===== src/rtl/uart_pkg.sv =====
// Shared definitions for the UART receive path: parity encoding, receiver
// FSM states and the layout of a receive-FIFO word.
package uart_pkg;

  localparam logic [1:0] PAR_NONE = 2'b00;
  localparam logic [1:0] PAR_ODD  = 2'b01;
  localparam logic [1:0] PAR_EVEN = 2'b10;
  localparam logic [1:0] PAR_INV  = 2'b11;

  typedef enum logic [2:0] {
    RX_IDLE,
    RX_START,
    RX_DATA,
    RX_PARITY,
    RX_STOP
  } rx_state_e;

  typedef struct packed {
    logic       fe;
    logic       pe;
    logic [7:0] ch;
  } rx_word_t;

  localparam int RX_WORD_W = $bits(rx_word_t);

endpackage


===== src/rtl/uart_fifo.sv =====
// Simple synchronous FIFO with a combinational head read. A write while full
// and a read while empty are both ignored.
module uart_fifo #(
  parameter int WIDTH = 10,
  parameter int DEPTH = 16
) (
  input  logic             clk_i,
  input  logic             rst_i,
  input  logic             wr_i,
  input  logic [WIDTH-1:0] wdata_i,
  input  logic             rd_i,
  output logic [WIDTH-1:0] rdata_o,
  output logic             empty_o,
  output logic             full_o
);

  localparam int AW = (DEPTH > 1) ? $clog2(DEPTH) : 1;
  localparam logic [AW-1:0] PTR_LAST = AW'(DEPTH - 1);
  localparam logic [AW:0]   CNT_FULL = (AW + 1)'(DEPTH);

  logic [WIDTH-1:0] mem [DEPTH];
  logic [AW-1:0]    wr_ptr_q, wr_ptr_d, rd_ptr_q, rd_ptr_d;
  logic [AW:0]      cnt_q, cnt_d;
  logic             do_wr, do_rd;

  assign empty_o = (cnt_q == '0);
  assign full_o  = (cnt_q == CNT_FULL);
  assign do_wr   = wr_i & ~full_o;
  assign do_rd   = rd_i & ~empty_o;
  assign rdata_o = mem[rd_ptr_q];

  always_comb begin
    wr_ptr_d = wr_ptr_q;
    rd_ptr_d = rd_ptr_q;
    cnt_d    = cnt_q;
    if (do_wr) wr_ptr_d = (wr_ptr_q == PTR_LAST) ? '0 : wr_ptr_q + 1'b1;
    if (do_rd) rd_ptr_d = (rd_ptr_q == PTR_LAST) ? '0 : rd_ptr_q + 1'b1;
    case ({do_wr, do_rd})
      2'b10:   cnt_d = cnt_q + 1'b1;
      2'b01:   cnt_d = cnt_q - 1'b1;
      default: cnt_d = cnt_q;
    endcase
  end

  always_ff @(posedge clk_i) begin
    if (rst_i) begin
      wr_ptr_q <= '0;
      rd_ptr_q <= '0;
      cnt_q    <= '0;
    end else begin
      wr_ptr_q <= wr_ptr_d;
      rd_ptr_q <= rd_ptr_d;
      cnt_q    <= cnt_d;
    end
  end

  always_ff @(posedge clk_i) begin
    if (do_wr) mem[wr_ptr_q] <= wdata_i;
  end

endmodule


===== src/rtl/uart_rx_fsm.sv =====
// Oversampling UART deframer: synchronizes RxD, counts Baud_tick pulses and
// emits one {fe, pe, char} word with a single-cycle rx_done per character.
module receiver_fsm
  import uart_pkg::*;
#(
  parameter int OVS = 16
) (
  input  logic       clk_i,
  input  logic       rst_i,
  input  logic       tick_i,
  input  logic       d8_i,
  input  logic       s2_i,
  input  logic [1:0] par_i,
  input  logic       rxd_i,
  output rx_word_t   rx_word_o,
  output logic       rx_done_o
);

  localparam int CW = $clog2(OVS);
  localparam logic [CW-1:0] CNT_MID = CW'(OVS / 2 - 1);
  localparam logic [CW-1:0] CNT_END = CW'(OVS - 1);

  rx_state_e     state_q, state_d;
  logic [1:0]    sync_q;
  logic          rx_s;
  logic [CW-1:0] cnt_q, cnt_d;
  logic [2:0]    n_q, n_d;
  logic [7:0]    data_q, data_d;
  logic          d8_q, d8_d, s2_q, s2_d, pe_q, pe_d, fe_q, fe_d, stp_q, stp_d;
  logic [1:0]    par_q, par_d;
  logic          parity_on, last_bit, at_end;

  assign rx_s      = sync_q[1];
  assign parity_on = (par_q == PAR_ODD) || (par_q == PAR_EVEN);
  assign last_bit  = d8_q ? (n_q == 3'd7) : (n_q == 3'd6);
  assign at_end    = (cnt_q == CNT_END);

  always_comb begin
    state_d   = state_q;
    cnt_d     = cnt_q;
    n_d       = n_q;
    data_d    = data_q;
    d8_d      = d8_q;
    s2_d      = s2_q;
    par_d     = par_q;
    pe_d      = pe_q;
    fe_d      = fe_q;
    stp_d     = stp_q;
    rx_done_o = 1'b0;
    // fe folds in the current stop sample so the write sees the final flag
    rx_word_o = {fe_q | ~rx_s, pe_q, data_q};
    case (state_q)
      RX_IDLE: if (!rx_s) begin
        state_d = RX_START;
        cnt_d   = '0;
      end
      RX_START: if (tick_i) begin
        if (cnt_q == CNT_MID) begin
          if (!rx_s) begin
            state_d = RX_DATA;
            d8_d    = d8_i;
            s2_d    = s2_i;
            par_d   = par_i;
            cnt_d   = '0;
            n_d     = '0;
            data_d  = '0;
            pe_d    = 1'b0;
            fe_d    = 1'b0;
            stp_d   = 1'b0;
          end else begin
            state_d = RX_IDLE;
          end
        end else cnt_d = cnt_q + 1'b1;
      end
      RX_DATA: if (tick_i) begin
        if (at_end) begin
          data_d[n_q] = rx_s;
          cnt_d       = '0;
          n_d         = n_q + 1'b1;
          if (last_bit) state_d = parity_on ? RX_PARITY : RX_STOP;
        end else cnt_d = cnt_q + 1'b1;
      end
      RX_PARITY: if (tick_i) begin
        if (at_end) begin
          cnt_d   = '0;
          pe_d    = rx_s != ((par_q == PAR_EVEN) ? ^data_q : ~^data_q);
          state_d = RX_STOP;
        end else cnt_d = cnt_q + 1'b1;
      end
      RX_STOP: if (tick_i) begin
        if (at_end) begin
          cnt_d = '0;
          fe_d  = fe_q | ~rx_s;
          if (stp_q == s2_q) begin
            rx_done_o = 1'b1;
            state_d   = RX_IDLE;
          end else stp_d = 1'b1;
        end else cnt_d = cnt_q + 1'b1;
      end
      default: state_d = RX_IDLE;
    endcase
  end

  always_ff @(posedge clk_i) begin
    if (rst_i) begin
      sync_q  <= 2'b11;
      state_q <= RX_IDLE;
      cnt_q   <= '0;
      n_q     <= '0;
      data_q  <= '0;
      d8_q    <= 1'b1;
      s2_q    <= 1'b0;
      par_q   <= PAR_NONE;
      pe_q    <= 1'b0;
      fe_q    <= 1'b0;
      stp_q   <= 1'b0;
    end else begin
      sync_q  <= {sync_q[0], rxd_i};
      state_q <= state_d;
      cnt_q   <= cnt_d;
      n_q     <= n_d;
      data_q  <= data_d;
      d8_q    <= d8_d;
      s2_q    <= s2_d;
      par_q   <= par_d;
      pe_q    <= pe_d;
      fe_q    <= fe_d;
      stp_q   <= stp_d;
    end
  end

endmodule


===== src/rtl/uart_rx_top.sv =====
// UART receiver top: deframer feeding a receive FIFO, CPU read edge detect,
// sticky overrun flag and empty-gated head outputs.
module uart_rx_top
  import uart_pkg::*;
#(
  parameter int OVS        = 16,
  parameter int FIFO_DEPTH = 16
) (
  input  logic       CLK50MHZ,
  input  logic       rst,
  input  logic       Baud_tick,
  input  logic       D_num,
  input  logic       S_num,
  input  logic [1:0] Par,
  input  logic       RxD,
  input  logic       n_RD,
  input  logic       C_nD,
  output logic [7:0] DATA,
  output logic       Rx_RDY,
  output logic       PE,
  output logic       FE,
  output logic       OE
);

  rx_word_t rx_word, head;
  logic     rx_done, empty, full;
  logic     rd_act_q, rd_act_d, oe_q, oe_d;
  logic     rd_edge, pop, stat_rd, ovf;

  receiver_fsm #(.OVS(OVS)) u_rx (
    .clk_i     (CLK50MHZ),
    .rst_i     (rst),
    .tick_i    (Baud_tick),
    .d8_i      (D_num),
    .s2_i      (S_num),
    .par_i     (Par),
    .rxd_i     (RxD),
    .rx_word_o (rx_word),
    .rx_done_o (rx_done)
  );

  uart_fifo #(.WIDTH(RX_WORD_W), .DEPTH(FIFO_DEPTH)) u_fifo (
    .clk_i   (CLK50MHZ),
    .rst_i   (rst),
    .wr_i    (rx_done),
    .wdata_i (rx_word),
    .rd_i    (pop),
    .rdata_o (head),
    .empty_o (empty),
    .full_o  (full)
  );

  assign rd_act_d = ~n_RD;
  assign rd_edge  = rd_act_d & ~rd_act_q;
  assign pop      = rd_edge & ~C_nD;
  assign stat_rd  = rd_edge & C_nD;
  // fullness is judged before any same-cycle pop, so a pop cannot rescue it
  assign ovf      = rx_done & full;
  assign oe_d     = ovf | (oe_q & ~stat_rd);

  always_ff @(posedge CLK50MHZ) begin
    if (rst) begin
      rd_act_q <= 1'b0;
      oe_q     <= 1'b0;
    end else begin
      rd_act_q <= rd_act_d;
      oe_q     <= oe_d;
    end
  end

  assign Rx_RDY = ~empty;
  assign DATA   = empty ? 8'h00 : head.ch;
  assign PE     = ~empty & head.pe;
  assign FE     = ~empty & head.fe;
  assign OE     = oe_q;

endmodule


===== config.mk =====
export PLATFORM = sky130hd
export DESIGN_NAME = uart_rx_top
export DESIGN_NICKNAME = d
export VERILOG_FILES = /design/src/rtl/uart_pkg.sv /design/src/rtl/uart_fifo.sv /design/src/rtl/uart_rx_fsm.sv /design/src/rtl/uart_rx_top.sv
export SDC_FILE = /design/constraint.sdc
export NUM_CORES = 1
export LEC_CHECK = 0
export ABC_AREA = 1
export CAP_MARGIN = 40
export CORE_MARGIN = 1
export CORE_UTILIZATION = 50
export CTS_CLUSTER_DIAMETER = 80
export DETAILED_ROUTE_END_ITERATION = 8
export DONT_BUFFER_PORTS = 1
export PLACE_DENSITY = 0.68
export SLEW_MARGIN = 0
export SYNTH_ARGS = -nofsm -noshare
export SYNTH_HDL_FRONTEND = slang
export SYNTH_SLANG_ARGS = --single-unit

===== constraint.sdc =====
create_clock -name CLK50MHZ -period 2.6 [get_ports CLK50MHZ]
set_input_delay 0.13 -clock CLK50MHZ [delete_from_list [all_inputs] [get_ports CLK50MHZ]]
set_output_delay 0.13 -clock CLK50MHZ [all_outputs]
set_load 0.02 [all_outputs]

Yosys cells after proc, flatten, opt, wreduce, memory -nomap -nowiden
Memory sizes are Yosys's and may differ from the RTL's. A register that Yosys moved wholly into a read port is not among the register bits.
Index checks and enable logic that the tools add are counted.
Operators by class
  add/sub/neg operators: 6
  order comparisons: 2
  eq/ne operators: 31
  multiplexer cells: 62
  bitwise operators: 18
  reductions and logical operators: 19
Operator list (number)
  3-bit 2-to-1 mux: 17
  8-bit 2-to-1 mux: 6
  4-bit 2-to-1 mux: 9
  1-bit 2-to-1 mux: 19
  6-bit AND reduction: 3
  8-bit one-hot mux with 2 select lines: 1
  3-bit one-hot mux with 5 select lines: 1
  2-bit by 1-bit inequality test with 1-bit output, second input constant: 7
  2-bit inequality test, second input constant: 7
  4-bit by 1-bit adder with 4-bit output, second input constant: 3
  4-bit equality test, second input constant: 3
  4-bit one-hot mux with 3 select lines: 1
  11-bit AND reduction: 1
  5-bit one-hot mux with 2 select lines: 1
  1-bit bitwise AND: 9
  3-bit equality test, second input constant: 3
  8-bit bitwise mux: 1
  2-bit nonzero test: 4
  8-bit XNOR reduction: 1
  8-bit parity: 1
  1-bit inverter: 7
  7-bit AND reduction: 1
  3-bit by 2-bit equality test with 1-bit output, second input constant: 2
  1-bit one-hot mux with 2 select lines: 3
  24 further kinds: 27
Word-level totals
  register bits: 42
  bits in writable memories: 160
  input port bits: 10
  word-level logic and storage cells: 155
  memories kept: 1
Memories
  u_fifo.mem: depth 16, bits a word 10, read ports 1, clocked after Yosys merged registers in 1, wr ports 1, line uart_fifo.sv:21  | logic [WIDTH-1:0] mem [DEPTH];

Depth between registers and ports, before layout
  depth after elaboration: 8
  mapped depth: 17

By module
From an unflattened synthesis, not the netlist that was laid out.
Second synthesis, totals
  cell total of the unflattened synthesis: 980
  area total of the unflattened synthesis: 9546.7 µm²
Modules (own cells, without submodules)
  uart_fifo: times used 1, cells each 651, area each 7538.5 µm², sequential area each 5144.9 µm²
  receiver_fsm: times used 1, cells each 298, area each 1851.8 µm², sequential area each 540.5 µm²
  uart_rx_top: times used 1, cells each 31, area each 156.4 µm², sequential area each 40.0 µm²

Worst setup path before layout
No wires, ideal clock.
  path kind: register to register
  start point: reg u_rx.cnt_q[0]
  end point: reg u_fifo.cnt_q[4]
  library setup time: 132 ps
  data arrival time: 2316 ps
  required time: 2468 ps
  path slack: 152 ps
  cell stages (with the launch flop): 18
  path buffers: 0
  path through: dfxtp_1 ha_1 nand2_1 inv_1 nand2_1 nor2_4 nand2_1 nor2_4 inv_2 ha_1 xor2_1 ha_1 a21o_1 nand3_1 a21o_1 nand2_1 nand2_1 a21oi_1
Between the ends
  longest elaborated chain between the ends: 7
  elaborated cells between the ends (all ways): 9
  classes of those cells: 3 x eq/ne; 4 x mux; 1 x bitwise; 1 x reduce/logical
RTL lines
  start, declared: line uart_rx_fsm.sv:26  | logic [CW-1:0] cnt_q, cnt_d;
  start signal, assigned: line uart_rx_fsm.sv:120  | cnt_q <= cnt_d;
  4-bit equality test *: line uart_rx_fsm.sv:36  | assign at_end = (cnt_q == CNT_END);
  1-bit 2-to-1 mux *: line uart_rx_fsm.sv:91  | if (at_end) begin
  1-bit 2-to-1 mux *: line uart_rx_fsm.sv:90  | RX_STOP: if (tick_i) begin
  1-bit 2-to-1 mux *: line uart_rx_fsm.sv:52  | case (state_q)
  1-bit bitwise AND *: line uart_fifo.sv:28  | assign do_wr = wr_i & ~full_o;
  2-bit by 1-bit equality test with 1-bit output or 2-bit equality test (tied branches): line uart_fifo.sv:38  | case ({do_wr, do_rd})
  5-bit one-hot mux with 2 select lines or 2-bit nonzero test (tied branches)
  end signal, assigned: line uart_fifo.sv:53  | cnt_q <= cnt_d;
  end, declared: line uart_fifo.sv:23  | logic [AW:0] cnt_q, cnt_d;
Mark *: on every way between the ends. The rest lies on a longest branch, timed or not.
A chain may end at the register's enable or synchronous reset.

==> metrics.md <==
| Metric | Value |
|---|---|
| Status | finished clean |
| WL per Instance | 17.6 um |
| Placed Area | 0.00945 mm2 |
| Hold depth | 4 |
| Clock network power share | 41.7% |
| Post-synth EDFFs | 160 |
| CP endpoint kind | primary output |
| Design area | 0.0103 mm2 |
| Largest net degree at the start of global routing | 81 |
| Peak supply drop | 483 uV |
| Iteration-0 DRC Markers | 557 |
| Syn Inst Count | 878 |
| Core box area | 0.0174 mm2 |
| Synth area leaders | edfxtp_1, dfxtp_1, nand2_1, nor2_1, o21ai_0 |
| Initial cell density of the core | 51.4% |
| Reg2reg path depth | 17 |
| Reg power frac | 48.6% |
| Worst-Skew Late Latency | 0.51 ns |
| Die H | 136 um |
| Area Growth Syn to Fin | 15.1% |
| R2r setup slk | 0.17 ns |
| Min Tclk post-route | 2.49 ns |
| Startpoint types | flip-flop |
| Worst-path fanout max | 22 |
| Vias in the first global route | 6074 |
| Dpl cells | 1110 |
| HP Start | C_nD |
| Mapped Avg Cell Area | 10.2 um2 |
| Max frequency | 402 MHz |
| First-pass GRT wire length | 32000 um |
| Number of port buffers | 0 |
| Total of max-cap violations | 0 |
| R2R Path Start | u_rx.cnt_q[1]$_SDFFE_PP0P_ |
| CTS tree | yes |
| Worst hold path type | in -> reg |
| Final hold vios | 0 |
| Number of iterations in the first detailed-routing pass | 5 |
| Slowest Stage Delay on Critical Path | 0.34 ns |
| Syn_nets | 900 |
| Relative slew slack | 43.0% |
| # diodes | 0 |
| Grt total ovfl | 0 |
| Critical Path RT | 2.47 ns |
| CTS clk-pin slew, worst paths | 0.06 ns |
| Num Clock Sinks | 206 |
| Root buffer cell | clkbuf_16 |
| WP buf/inv | 3 |
| Slew @ Worst Pin | 0.854 ns |
| Non-filler instance count after layout | 1157 |
| Count of final setup violators | 0 |
| Worst path arrival time | 2.36 ns |
| Dpl hpwl | 12200 um |
| Via Count | 6390 |
| Sw Ratio | 23.3% |
| Placer congestion estimate | 0.868 |
| YS warnings | 0 |
| Combinational Power Share | 9.7% |
| Final slew viol count | 0 |
| Number of antenna violations at the first check in global routing | 0 |
| Maximum root-to-sink buffer count | 3 |
| R2r endpoint | u_fifo.cnt_q[4]$_SDFFE_PP0P_ |
| Flops & latches, synth | 206 |
| Post-route clock period utilization | 95.6% |
| Number of buffers created by CTS | 22 |
| Routed WL | 20300 um |
| Die footprint | 0.0185 mm2 |
| Post-synth top flop | edfxtp_1 |
| Skew final | 0.0193 ns |
| Vias per cell | 5.52 |
| Final ANT Viol Nets | 0 |
| CP Cell Sequence | inv_2 -> buf_4 -> nand2_1 -> nand3_1 -> nand2_1 -> a21oi_1 -> o31ai_1 -> a21oi_1 -> buf_4 |
| Sequential area share after synthesis | 63.9% |
| Layout Nets | 942 |
| Worst setup path class | reg -> out |
| Power per cell area | 730 mW/mm2 |
| CP max stage cell | dfxtp_2 |
| Ys async rst share | 0% |
| Synth top area share | 53.6% |
| Synthesized cell area | 0.00896 mm2 |
| Synth unique cells | 36 |
| DRC violations left | 0 |
| Row cnt | 48 |
| Largest delay share family, worst path | buffers and inverters |
| Die W | 136 um |
| Share of layout cells above drive strength 1 | 11.7% |
| Total track usage | 22.7% |
| Ports | 22 |
| P_leak | 3.87 nW |
| Internal power | 5.77 mW |
| Top cell type by total area after synthesis | edfxtp_1 |
| NetSw | 1.76 mW |
| H-tree depth | 1 |
logic make-up (layout without fill, tap and decap cells):
logic type | Yosys count | in the layout | share of synthesized area (%)
fa+ha+maj | 12 | 12 | 1.68
xor+xnor | 13 | 13 | 1.27
simple gates | 371 | 371 | 17.6
flops | 206 | 206 | 63.9
buf+inv | 101 | 155 | 4.44
compound gates | 175 | 175 | 11.1
area by class of cell:
class	count	area (um2)
clock buffer	26	566
multi-input combinational	571	2870
inverter	63	244
timing repair buffer	56	468
sequential	206	5730
fill	1446	7110
tap	225	282
clock inverter	10	155
registers in the layout (all words and copies together), names as in the netlist, 2 cells and up, named ones only:
signal / cells
u_fifo.mem: 160
u_fifo.cnt_q: 5
u_fifo.wr_ptr_q: 4
u_rx.cnt_q: 4
u_rx.sync_q: 2
u_rx.state_q: 3
u_rx.data_q: 8
u_rx.par_q: 2
u_fifo.rd_ptr_q: 4
u_rx.n_q: 3
synthesized netlist by cell type, types with 5 or more instances:
master,count
buf_2,6
inv_2,5
a21oi_1,53
dfxtp_1,46
nand3_1,66
o221ai_1,10
o21ai_0,78
inv_1,56
o31ai_1,11
clkbuf_1,30
edfxtp_1,160
nor2_2,5
o211ai_1,12
xor2_1,9
nand2_1,150
nor2_1,130
ha_1,12
worst max-delay path by stage:
stage,endpoint,slack (ns),depth (start not counted),startpoint
2_1_floorplan,u_fifo.cnt_q[4]$_SDFFE_PP0P_,0.15,17,u_rx.cnt_q[0]$_SDFFE_PP0P_
3_3_place_gp,u_fifo.cnt_q[4]$_SDFFE_PP0P_,0.18,17,u_rx.cnt_q[0]$_SDFFE_PP0P_
3_5_place_dp,u_fifo.cnt_q[4]$_SDFFE_PP0P_,0.07,17,u_rx.cnt_q[0]$_SDFFE_PP0P_
4_1_cts,DATA[3],0.005,7,flip-flop
5_1_grt,u_fifo.cnt_q[4]$_SDFFE_PP0P_,-0.02,17,u_rx.cnt_q[1]$_SDFFE_PP0P_
6_report,DATA[0],0.11,9,flip-flop
per-stage QoR:
step	hold slack, ns	TNS [ns]	worst slack [ns]	total power, mW	util (%)
final	0.0516	0	0.113	7.53	59.2
after global routing	0.101	-0.0214	-0.0182	7.80	59.2
after CTS	0.0406	0	0.00472	7.56	58.9
after detailed placement	0.200	0	0.0703	4.42	54.2
after global placement	0.199	0	0.176	4.41	54.2
after floorplan	0.202	0	0.152	4.29	-
layout by cell type, fill, tap and decap left out, drive strengths merged, types with 12 or more instances in the layout:
cell type,instances
edfxtp,160
nand2,154
nor2,139
o21ai,81
nand3,67
inv,61
a21oi,53
buf,47
dfxtp,46
clkbuf,26
o211ai,12
ha,12
routing by layer:
| metal | wire, um | up-vias | track usage, % |
|---|---|---|---|
| met3 | 1060 | 43 | 2.91 |
| met2 | 9730 | 188 | 38.1 |
| met4 | 580 | 0 | 7.59 |
| met5 | 0 | - | 0 |
| li1 | - | 3117 | - |
| met1 | 8980 | 3042 | 30.6 |
power groups by stage:
stage	sequential, mW	clock, mW	combinational, mW
2_1_floorplan	3.72	0	0.564
3_3_place_gp	3.72	0	0.689
3_5_place_dp	3.72	0	0.697
4_1_cts	3.65	3.19	0.716
5_1_grt	3.66	3.31	0.822
6_report	3.66	3.14	0.729
tightest hold or removal path, cell delays in order:
cell     delay [ns]
nor2_1         0.10
nand2_1        0.12
nand2_1        0.08
a21oi_1        0.07
repair_timing:
item	4_1_cts	5_1_grt
setup buffers	0	2
gates resized for setup	0	9
endpoints found under the setup margin	0	12
hold buffers	9	0
hold endpoints to repair	26	0
(Power assumes the default switching activity.)
